### src/rtl/edge_ctrl_pkg.sv
// Shared constants, FSM encoding and threshold helper for the edge-detect controller.
package edge_ctrl_pkg;

    localparam logic [2:0] ADDR_CTRL      = 3'd0;
    localparam logic [2:0] ADDR_THRESH    = 3'd1;
    localparam logic [2:0] ADDR_EDGE_CNT  = 3'd2;
    localparam logic [2:0] ADDR_FRAME_CNT = 3'd3;
    localparam logic [2:0] ADDR_TGT_LO    = 3'd4;
    localparam logic [2:0] ADDR_TGT_HI    = 3'd5;

    localparam logic [7:0] THRESH_RST = 8'd64;
    localparam logic [7:0] AUTO_STEP  = 8'd4;

    typedef enum logic [1:0] {
        ST_IDLE = 2'd0,
        ST_ARM  = 2'd1,
        ST_RUN  = 2'd2,
        ST_DONE = 2'd3
    } state_t;

    // Step the threshold up or down, clamped to [1, 255].
    function automatic logic [7:0] auto_thresh(input logic [7:0] cur,
                                               input logic up,
                                               input logic down);
        auto_thresh = cur;
        if (up)
            auto_thresh = (cur > 8'd255 - AUTO_STEP) ? 8'd255 : cur + AUTO_STEP;
        else if (down)
            auto_thresh = (cur < 8'd1 + AUTO_STEP) ? 8'd1 : cur - AUTO_STEP;
    endfunction

endpackage

### src/rtl/edge_ctrl_pix_counter.sv
// Saturating edge-pixel counter with a latched copy; a latch captures the
// count including a pixel arriving in the same cycle.
module edge_pix_counter #(
    parameter int CNT_W = 20
) (
    input  logic             clk,
    input  logic             rst_n,
    input  logic             clr,
    input  logic             inc,
    input  logic             latch,
    output logic [CNT_W-1:0] count,
    output logic [CNT_W-1:0] latched
);
    localparam logic [CNT_W-1:0] ONE = CNT_W'(1);

    logic [CNT_W-1:0] count_reg;
    logic [CNT_W-1:0] latched_reg;
    logic [CNT_W-1:0] count_next;

    always_comb begin
        count_next = count_reg;
        if (inc && (count_reg != '1))
            count_next = count_reg + ONE;
    end

    always_ff @(posedge clk or negedge rst_n) begin
        if (!rst_n) begin
            count_reg   <= '0;
            latched_reg <= '0;
        end else begin
            count_reg <= clr ? '0 : count_next;
            if (latch)
                latched_reg <= count_next;
        end
    end

    assign count   = count_reg;
    assign latched = latched_reg;

endmodule

### src/rtl/edge_ctrl.sv
// Frame-synchronous control registers and run sequencer for the edge detector.
// Optional EDGE_AUTO_TH_EN: per-frame automatic threshold tracking toward TGT_LO..TGT_HI.
module edge_ctrl
    import edge_ctrl_pkg::*;
#(
    parameter logic [10:0] IMG_HDISP = 11'd1280,
    parameter logic [10:0] IMG_VDISP = 11'd720,
    parameter int          CNT_W     = 20
) (
    input  logic        clk,
    input  logic        rst_n,
    input  logic        wr_en,
    input  logic [2:0]  wr_addr,
    input  logic [31:0] wr_data,
    input  logic [2:0]  rd_addr,
    output logic [31:0] rd_data,
    input  logic        pre_vs,
    input  logic        post_vs,
    input  logic        post_de,
    input  logic        post_bit,
    output logic        EN,
    output logic [1:0]  mode,
    output logic [7:0]  threshold,
    output logic        frame_done
);
    generate
        if (CNT_W < $clog2(32'(IMG_HDISP) * 32'(IMG_VDISP) + 1)) begin : g_cnt_w_check
            $error("CNT_W cannot hold a full frame of edge pixels");
        end
    endgenerate

    state_t state_reg, state_next;

    logic        pre_vs_d_reg, post_vs_d_reg;
    logic        ctrl_en_reg, ctrl_single_reg;
    logic [1:0]  ctrl_mode_reg;
    logic [7:0]  thresh_reg;
    logic [31:0] frame_cnt_reg;
    logic        en_reg;
    logic [1:0]  mode_reg;
    logic [7:0]  thr_sh_reg;

    logic boundary, frame_end;
    logic load_sh, cnt_clr, cnt_inc, cnt_latch, clear_en, auto_adj;
    logic [CNT_W-1:0] cnt_live, edge_cnt;

    assign boundary  = pre_vs & ~pre_vs_d_reg;
    assign frame_end = post_vs & ~post_vs_d_reg;

`ifdef EDGE_AUTO_TH_EN
    logic [CNT_W-1:0] tgt_lo_reg, tgt_hi_reg;
`endif

    always_comb begin
        state_next = state_reg;
        load_sh    = 1'b0;
        cnt_clr    = 1'b0;
        cnt_inc    = 1'b0;
        cnt_latch  = 1'b0;
        clear_en   = 1'b0;
        auto_adj   = 1'b0;
        case (state_reg)
            ST_IDLE: if (ctrl_en_reg) state_next = ST_ARM;
            ST_ARM: begin
                if (!ctrl_en_reg) begin
                    state_next = ST_IDLE;
                end else if (boundary) begin
                    load_sh    = 1'b1;
                    cnt_clr    = 1'b1;
                    state_next = ST_RUN;
                end
            end
            ST_RUN: begin
                cnt_inc = post_de & post_bit;
                if (frame_end) begin
                    cnt_latch  = 1'b1;
                    state_next = ST_DONE;
                end else if (boundary) begin
                    // Truncated frame: restart without reporting.
                    load_sh = 1'b1;
                    cnt_clr = 1'b1;
                end
            end
            ST_DONE: begin
                auto_adj = 1'b1;
                if (ctrl_single_reg) begin
                    clear_en   = 1'b1;
                    state_next = ST_IDLE;
                end else begin
                    state_next = ctrl_en_reg ? ST_ARM : ST_IDLE;
                end
            end
            default: state_next = ST_IDLE;
        endcase
    end

    always_ff @(posedge clk or negedge rst_n) begin
        if (!rst_n) begin
            state_reg     <= ST_IDLE;
            pre_vs_d_reg  <= 1'b0;
            post_vs_d_reg <= 1'b0;
            frame_cnt_reg <= '0;
            en_reg        <= 1'b0;
            mode_reg      <= 2'd0;
            thr_sh_reg    <= THRESH_RST;
        end else begin
            state_reg     <= state_next;
            pre_vs_d_reg  <= pre_vs;
            post_vs_d_reg <= post_vs;
            if (cnt_latch)
                frame_cnt_reg <= frame_cnt_reg + 32'd1;
            if (load_sh) begin
                en_reg     <= 1'b1;
                mode_reg   <= ctrl_mode_reg;
                thr_sh_reg <= thresh_reg;
            end else if (state_next == ST_IDLE) begin
                en_reg <= 1'b0;
            end
        end
    end

    // Software writes take priority over single-shot clear and auto-threshold.
    always_ff @(posedge clk or negedge rst_n) begin
        if (!rst_n) begin
            ctrl_en_reg     <= 1'b0;
            ctrl_mode_reg   <= 2'd0;
            ctrl_single_reg <= 1'b0;
            thresh_reg      <= THRESH_RST;
`ifdef EDGE_AUTO_TH_EN
            tgt_lo_reg      <= '0;
            tgt_hi_reg      <= '0;
`endif
        end else begin
            if (clear_en)
                ctrl_en_reg <= 1'b0;
`ifdef EDGE_AUTO_TH_EN
            if (auto_adj)
                thresh_reg <= auto_thresh(thresh_reg, edge_cnt > tgt_hi_reg,
                                          edge_cnt < tgt_lo_reg);
`endif
            if (wr_en) begin
                case (wr_addr)
                    ADDR_CTRL: begin
                        ctrl_en_reg     <= wr_data[0];
                        ctrl_mode_reg   <= wr_data[2:1];
                        ctrl_single_reg <= wr_data[3];
                    end
                    ADDR_THRESH: thresh_reg <= wr_data[7:0];
`ifdef EDGE_AUTO_TH_EN
                    ADDR_TGT_LO: tgt_lo_reg <= wr_data[CNT_W-1:0];
                    ADDR_TGT_HI: tgt_hi_reg <= wr_data[CNT_W-1:0];
`endif
                    default: ;
                endcase
            end
        end
    end

    edge_pix_counter #(.CNT_W(CNT_W)) u_pix_counter (
        .clk     (clk),
        .rst_n   (rst_n),
        .clr     (cnt_clr),
        .inc     (cnt_inc),
        .latch   (cnt_latch),
        .count   (cnt_live),
        .latched (edge_cnt)
    );

    always_comb begin
        rd_data = 32'd0;
        case (rd_addr)
            ADDR_CTRL:      rd_data = {28'd0, ctrl_single_reg, ctrl_mode_reg, ctrl_en_reg};
            ADDR_THRESH:    rd_data = {24'd0, thresh_reg};
            ADDR_EDGE_CNT:  rd_data = 32'(edge_cnt);
            ADDR_FRAME_CNT: rd_data = frame_cnt_reg;
`ifdef EDGE_AUTO_TH_EN
            ADDR_TGT_LO:    rd_data = 32'(tgt_lo_reg);
            ADDR_TGT_HI:    rd_data = 32'(tgt_hi_reg);
`else
            ADDR_TGT_LO:    rd_data = 32'd0;
            ADDR_TGT_HI:    rd_data = 32'd0;
`endif
            default:        rd_data = 32'd0;
        endcase
    end

    logic unused_bits;
    assign unused_bits = ^{wr_data[31:8], cnt_live};

    assign EN         = en_reg;
    assign mode       = mode_reg;
    assign threshold  = thr_sh_reg;
    assign frame_done = (state_reg == ST_DONE);

endmodule

### config.mk
export PLATFORM = sky130hd
export DESIGN_NAME = edge_ctrl
export DESIGN_NICKNAME = d
export VERILOG_FILES = /design/src/rtl/edge_ctrl_pkg.sv /design/src/rtl/edge_ctrl_pix_counter.sv /design/src/rtl/edge_ctrl.sv
export SDC_FILE = /design/constraint.sdc
export NUM_CORES = 1
export LEC_CHECK = 0
export BUFFER_PORTS_ARGS = -buffer_cell sky130_fd_sc_hd__buf_4
export CAP_MARGIN = 10
export CORE_MARGIN = 4
export CORE_UTILIZATION = 40
export CTS_BUF_LIST = sky130_fd_sc_hd__clkbuf_2 sky130_fd_sc_hd__clkbuf_4 sky130_fd_sc_hd__clkbuf_8
export DETAILED_ROUTE_END_ITERATION = 12
export GPL_ROUTABILITY_DRIVEN = 0
export GPL_TIMING_DRIVEN = 0
export HOLD_SLACK_MARGIN = 0.03
export PLACE_DENSITY = 0.75
export SETUP_SLACK_MARGIN = 0.2
export SYNTH_ARGS = -nofsm -noshare
export SYNTH_HDL_FRONTEND = slang
export SYNTH_SLANG_ARGS = --single-unit
### constraint.sdc
create_clock -name clk -period 2.4 [get_ports clk]
set_clock_uncertainty 0.2 [all_clocks]
set_input_delay 0.24 -clock clk [delete_from_list [all_inputs] [get_ports clk]]
set_output_delay 0.24 -clock clk [all_outputs]
set_load 0.02 [all_outputs]
==> summary.md, run 1 <==
| Metric | Value |
|---|---|
| Fmax | `between 400 and 500 MHz` |
| Worst EP required | `2.41 ns` |
| Async S/R FF share, synth | `1.00` |
| Critical path class | `reg2reg` |
| Synth warn | `0` |
| Synth area leaders | `dfrtp_1, xnor2_1, mux2_2, nand2_1, nor2_1` |
| TritonRoute pass-1 iters | `4` |
| Reg area | `2490 um^2` |
| Die area | `between 10000 and 15000 um^2` |
| ANT cells | `0` |
| Setup crit start | `state_reg[0]$_DFF_PN0_` |
| Commonest non-fill, non-tap cell in the layout | `dfrtp_1` |
| Finish-stage setup viols | `0` |
| Largest register FFs | `32` |
| Reg clk slew, reported paths | `0.09 ns` |
| Largest net degree at the start of global routing | `100` |
| Core Footprint | `between 10000 and 15000 um^2` |
| Per-cell routed wire length | `16.5 um` |
| Syn Area/Cell | `10.6 um^2` |
| Crit path capture type | `register` |
| Maximum Capacitance Violations | `0` |
| GRT Total Usage | `0.165` |
| Crit-path cells | `inv_2, ha_4, nand3_4, or4_4, or2_1, o21ai_0, a31oi_1` |
| Synth top area share | `0.502` |
| Flops & latches, synth | `99` |
| Fin. max-slew vios | `0` |
| Setup TNS | `0 ns` |
| Met2 routed WL | `6010 um` |
| CTS tree | `done` |
| Most frequent cells in the layout | `dfrtp_1, buf_4, nand2_1, nor2_1, xnor2_1` |
| Worst-margin pin slew | `1.10 ns` |
| H-tree lvl count | `3` |
| Drc violations | `0` |
| PwrDens | `717 nW/um^2` |
| Vias per cell | `5.27` |
| GR Overflow Total | `0` |
| Area occupied by multi-input gates | `2440 um^2` |
| Min Tclk post-route | `2.32 ns` |
| Die Y | `118 um` |
| Crit path arrival time | `2.34 ns` |
| Startpoint type of the worst setup path | `register` |
| Fin. Hold Viols | `0` |
| Sequential-to-total area share from yosys stat | `0.513` |
| Total Nets Final | `614` |
| Slew margin rel. | `0.259` |
| Synth cell types | `48` |
| Critical path fanouts, max | `7` |
| Path type of the worst min-delay path | `in2reg` |
| CP max stage delay | `0.48 ns` |
| P_leak | `slightly below 3 nW` |
| Post-route antenna net violation count | `0` |
| Status | `finished clean` |
| Layout cell share with drive strength beyond 1 | `0.312` |
| Post-synth EDFFs | `0` |
| R2r endpoint | `u_pix_counter.latched[13]$_DFFE_PN0P_` |
| Synthesized cell area | `4840 um^2` |
| Crit share post-route | `0.968` |
| Vias | `3750` |
| M1 wire length | `5130 um` |
| Routed WL | `11700 um` |
| Initial antenna violation count | `0` |
| Total chip power | `4.44 mW` |
| Number of I/O port buffers | `62` |
| Critical path endpoint | `u_pix_counter.latched[13]$_DFFE_PN0P_` |
| Global-route wire length before repair | `18900 um` |
| Post-Syn Instances | `457` |
| DP HPWL | `8040 um` |
| Worst reg2reg setup slack | `between 0.07 and 0.08 ns` |
| Syn nets | `about 510` |
| Clock latency on the worst-skew pair | `0.38 ns` |
| Number of global-route vias before repair | `3693` |
| Reg-to-reg startpoint | `state_reg[0]$_DFF_PN0_` |
| Area grow syn2layout | `28.0%` |
| Slowest cell on crit path | `or4_4` |
| Iter 0 DRT Violations | `about 380` |
| Worst Hold Slack | `~0.070 ns` |
| I/O pins | `89` |
| Clock Path Buffers | `2` |
| Die width | `118 um` |
| Top FF cell, synth | `dfrtp_1` |
| CTS Sinks | `99` |
| Total CTS buffers | `9` |
| Maximum VDD drop | `slightly below 0.3 mV` |
| DR WL met3 | `444 um` |
| Synth area leader | `dfrtp_1` |
| Worst reg2reg path depth | `7` |
| Initial Util | `0.417` |
| # fillers | `954` |
| RSZ-0062 raised after global routing | `yes` |
| DR top layer | `met4` |
| Row cnt | `39` |
| CTS root buffer | `clkbuf_8` |
[Yosys cell counts, drive strengths merged, types with 4 or more instances]
master / instances
inv: 6
xor2: 12
nor2: 48
nor3: 4
and4: 5
a21oi: 8
and2: 4
o21ai: 24
clkbuf: 17
nand2: 55
nand4: 14
nor2b: 9
xnor2: 34
a22oi: 4
dfrtp: 97
ha: 6
mux2: 25
nand3: 12
and3: 20
mux4: 4
mux2i: 15
[metrics by stage]
stage	utilization	worst slack [ns]	area (um^2)	std cells
floorplan	-	0.209	4850	457
global placement	0.473	-0.276	5500	662
detailed placement	0.473	-0.357	5500	662
CTS	0.510	0.121	5920	694
global route	0.533	-0.0617	6190	711
finish	0.533	0.0767	6190	711
[logic make-up (layout without fill, tap and decap cells)]
family                     after synthesis  count (layout)  share of synthesized area
AOI/OAI and AO/OA                       51              51                     0.0691
xor gates and xnor gates                46              46                     0.0833
adders and majority gates                6               6                     0.0155
buffers and inverters                   24             135                     0.0189
DFF                                     99              99                      0.513
muxes                                   44              44                      0.108
and+or+nand+nor                        187             187                      0.193
[routing by layer]
layer	up-vias	track usage
li1	1810	-
met1	1850	0.211
met2	79	0.282
met3	11	0.0408
met4	0	0.0425
met5	-	0
[where the power goes]
| part | total [mW] | internal (mW) | switching (mW) |
|---|---|---|---|
| clock | 1.17 | 0.585 | 0.589 |
| combinational | 1.16 | 0.572 | 0.592 |
| sequential | 2.10 | 1.91 | 0.195 |
[worst max-delay path, delay by kind of cell, from the launching register on]
family | cells | cell delay [ns]
flip-flops | 1 | 0.41
adder cells (fa/ha/maj) | 1 | 0.18
buffers and inverters | 1 | 0.09
AO/OA/AOI/OAI | 2 | 0.45
AND/OR/NAND/NOR | 3 | 0.82
[timing repair]
action,in CTS,in global routing
setup buffers,5,16
pin swaps,4,12
hold endpoints to repair,111,0
hold buffers,11,0
resized for setup,18,39
endpoints found under the setup margin,73,79
[worst min-delay path by stage]
stage,from,endpoint,slack (ns),depth (start not counted)
finish,wr_addr[0],ctrl_en_reg$_DFF_PN0_,0.07,4
floorplan,rst_n,EN$_DFFE_PN0P_,-0.26,0
CTS,wr_addr[0],ctrl_en_reg$_DFF_PN0_,0.06,4
detailed placement,pre_vs,pre_vs_d_reg$_DFF_PN0_,0.16,1
global placement,pre_vs,pre_vs_d_reg$_DFF_PN0_,0.16,1
global route,wr_addr[0],ctrl_en_reg$_DFF_PN0_,0.1,4
[final cells by class]
class | count | share of cell area
Clock inverter | 7 | 0.0149
Multi-Input combinational cell | 334 | 0.394
Tap cell | 143 | 0.0289
Inverter | 6 | 0.00364
Timing Repair Buffer | 95 | 0.123
Sequential cell | 99 | 0.402
Buffer | 18 | 0.0143
Clock buffer | 9 | 0.0200
(Power assumes the default switching activity.)
==> run 2: changes to the inputs <==
CORE_MARGIN = not set   (was 4)
CORE_UTILIZATION = 45   (was 40)
PLACE_DENSITY = 0.81   (was 0.75)
==> summary.md, run 2 (synthesized netlist as in run 1, its figures left out) <==
| Metric | Value |
|---|---|
| Sw frac | `0.308 (-0.00228)` |
| Final Cell Area | `6180 um^2 (-0.22%)` |
| R2r endpoint | `u_pix_counter.latched[13]$_DFFE_PN0P_` |
| Reg area | `2480 um^2 (-0.15%)` |
| # fillers | `767 (-20%)` |
| Die Y | `106 um (-10%)` |
| Worst slack at placement | `-0.375 ns (-0.0180 ns)` |
| Setup crit start | `state_reg[0]$_DFF_PN0_` |
| Reg-to-reg startpoint | `state_reg[0]$_DFF_PN0_` |
| ANT cells | `0 (unchanged)` |
| DP HPWL | `7740 um (-3.7%)` |
| Core Footprint | `10400 um^2 (-11%)` |
| Critical path fanouts, max | `5 (-2)` |
| Status | `finished clean` |
| Vias per cell | `5.57 (+5.6%)` |
| Share of power burned in registers | `0.486 (+0.013)` |
| WP buf/inv | `1 (unchanged)` |
| Routed WL | `11800 um (+0.70%)` |
| Area occupied by multi-input gates | `2440 um^2 (+0.10%)` |
| Worst reg2reg setup slack | `0.1 ns (+0.02 ns)` |
| Worst reg2reg path depth | `7 (unchanged)` |
| Number of I/O port buffers | `62 (unchanged)` |
| Part of the power in combinational logic | `0.276 (+0.014)` |
| CTS root buffer | `clkbuf_8` |
| Worst EP required | `2.49 ns (+0.08 ns)` |
| Setup TNS | `0 ns (unchanged)` |
| Dpl cell area | `5490 um^2 (-0.16%)` |
| Commonest non-fill, non-tap cell in the layout | `dfrtp_1` |
| Clk network pwr share | `0.237 (-0.028)` |
| Die area | `11200 um^2 (-20%)` |
| Fmax | `434 MHz (+0.91%)` |
| Total chip power | `4.32 mW (-2.6%)` |
| Delay-heaviest family, CP | `simple AND/OR/NAND/NOR gates` |
| GR Overflow Total | `0 (unchanged)` |
| Iter 0 DRT Violations | `358 (-4.8%)` |
| Number of global-route vias before repair | `3750 (+1.5%)` |
| Crit share post-route | `0.959 (-0.00877)` |
| Worst Hold Slack | `0.0495 ns (-0.0201 ns)` |
| Total Nets Final | `615 (+0.16%)` |
| Slowest cell on crit path | `or4_4` |
| Crit path arrival time | `2.39 ns (+0.05 ns)` |
| Crit path capture type | `register` |
| Fin. Hold Viols | `0 (unchanged)` |
| H-tree lvl count | `3 (unchanged)` |
| Path type of the worst min-delay path | `in2reg` |
| Crit-path cells | `inv_2, ha_4, nand3_4, or4_4, or2_1, or3_4, a31oi_1` |
| Worst-margin pin slew | `1.11 ns (+0.0104 ns)` |
| Area grow syn2layout | `27.8%` |
| CTS Sinks | `99 (unchanged)` |
| Initial antenna violation count | `0 (unchanged)` |
| CP max stage delay | `0.49 ns (about the same)` |
| Reg clk slew, reported paths | `0.09 ns (about the same)` |
| Startpoint type of the worst setup path | `register` |
| NetSw | `1.33 mW (-3.3%)` |
| Critical path class | `reg2reg` |
| Post-route antenna net violation count | `0 (unchanged)` |
| TritonRoute pass-1 iters | `5 (+1)` |
| PwrDens | `700 nW/um^2 (-2.4%)` |
| Global-route wire length before repair | `18200 um (-3.3%)` |
| Critical Path Stages | `7 (unchanged)` |
| Critical path endpoint | `u_pix_counter.latched[13]$_DFFE_PN0P_` |
| Crit path setup slack, layout | `0.0978 ns (+0.0211 ns)` |
| Clock Path Buffers | `2 (unchanged)` |
| Die width | `106 um (-10%)` |
| Largest net degree at the start of global routing | `100 (unchanged)` |
| Layout cell share with drive strength beyond 1 | `0.316 (+0.00472)` |
| Maximum Capacitance Violations | `0 (unchanged)` |
| Cell Int Power | `2.99 mW (-2.3%)` |
| Vias | `3925 (+4.7%)` |
| Drc violations | `0 (unchanged)` |
| Total CTS buffers | `9 (unchanged)` |
| I/O pins | `89 (unchanged)` |
| Per-cell routed wire length | `16.7 um (+1.6%)` |
| GRT Total Usage | `0.209 (+0.0433)` |
| Maximum VDD drop | `0.487 mV (+64%)` |
| CTS tree | `done` |
| Initial Util | `0.466 (+0.0500)` |
| Most frequent cells in the layout | `dfrtp_1, buf_4, nand2_1, nor2_1, xnor2_1` |
| Fin. max-slew vios | `0 (unchanged)` |
| Slew margin rel. | `0.252 (-0.00706)` |
| Min Tclk post-route | `2.30 ns (-0.0211 ns)` |
| Largest register FFs | `32 (unchanged)` |
| P_leak | `2.89 nW (+0.10%)` |
| Row cnt | `37 (-5.1%)` |
| Finish-stage setup viols | `0 (unchanged)` |
| RSZ-0062 raised after global routing | `yes` |
| Clock latency on the worst-skew pair | `0.37 ns (about the same)` |
==> run 2: cell count changes in the layout (fill, tap and decap cells not counted), sizes merged <==
cell,delta
bufinv,-2
clkbuf,+8
clkinv,-5
==> run 2: layer usage <==
layer	wire, um	track usage
met1	4830	0.260
met2	6080	0.364
met3	592	0.0353
met4	289	0.0744
met5	0	0
==> run 2: layout make-up <==
type	count	area share
Multi-Input combinational cell	334	0.395
Sequential cell	99	0.402
Tap cell	136	0.0275
Buffer	18	0.0164
Inverter	6	0.00364
Clock buffer	16	0.0306
Timing Repair Buffer	96	0.125
==> run 2: power by group through the flow <==
stage	Clock, mW	Sequential, mW	Combinational [mW]
6_report	1.03	2.10	1.19
2_1_floorplan	0	2.18	0.566
3_5_place_dp	0	2.13	1.02
4_1_cts	1.04	2.09	1.11
5_1_grt	1.11	2.14	1.29
3_3_place_gp	0	2.11	0.974
==> run 2: worst min-delay path by stage <==
stage	start	to	cells past startpoint
after CTS	wr_addr[1]	ctrl_en_reg$_DFF_PN0_	4
after detailed placement	pre_vs	pre_vs_d_reg$_DFF_PN0_	1
after floorplan	rst_n	EN$_DFFE_PN0P_	0
after global routing	wr_addr[2]	ctrl_en_reg$_DFF_PN0_	4
after global placement	pre_vs	pre_vs_d_reg$_DFF_PN0_	1
final	wr_addr[2]	ctrl_en_reg$_DFF_PN0_	4
==> run 2: per-stage QoR <==
stage | utilization | cells
6_report | 0.596 | 705
2_1_floorplan | - | 457
3_5_place_dp | 0.529 | 655
5_1_grt | 0.596 | 705
3_3_place_gp | 0.529 | 655
4_1_cts | 0.572 | 688
==> run 2: worst register-to-register path, stage by stage (launching register included) <==
cell and delay [ns]:
dfrtp_1 0.41, inv_2 0.09, ha_4 0.17, nand3_4 0.07, or4_4 0.49, or2_1 0.27, or3_4 0.36, a31oi_1 0.17
==> run 2: timing repair <==
item | 4_1_cts | 5_1_grt
buffers inserted | 6 | 16
setup endpoints to repair | 67 | 79
resized for setup | 28 | 40
pin swaps | 5 | 22
hold buffers | 11 | 0
endpoints found under the hold margin | 111 | 0
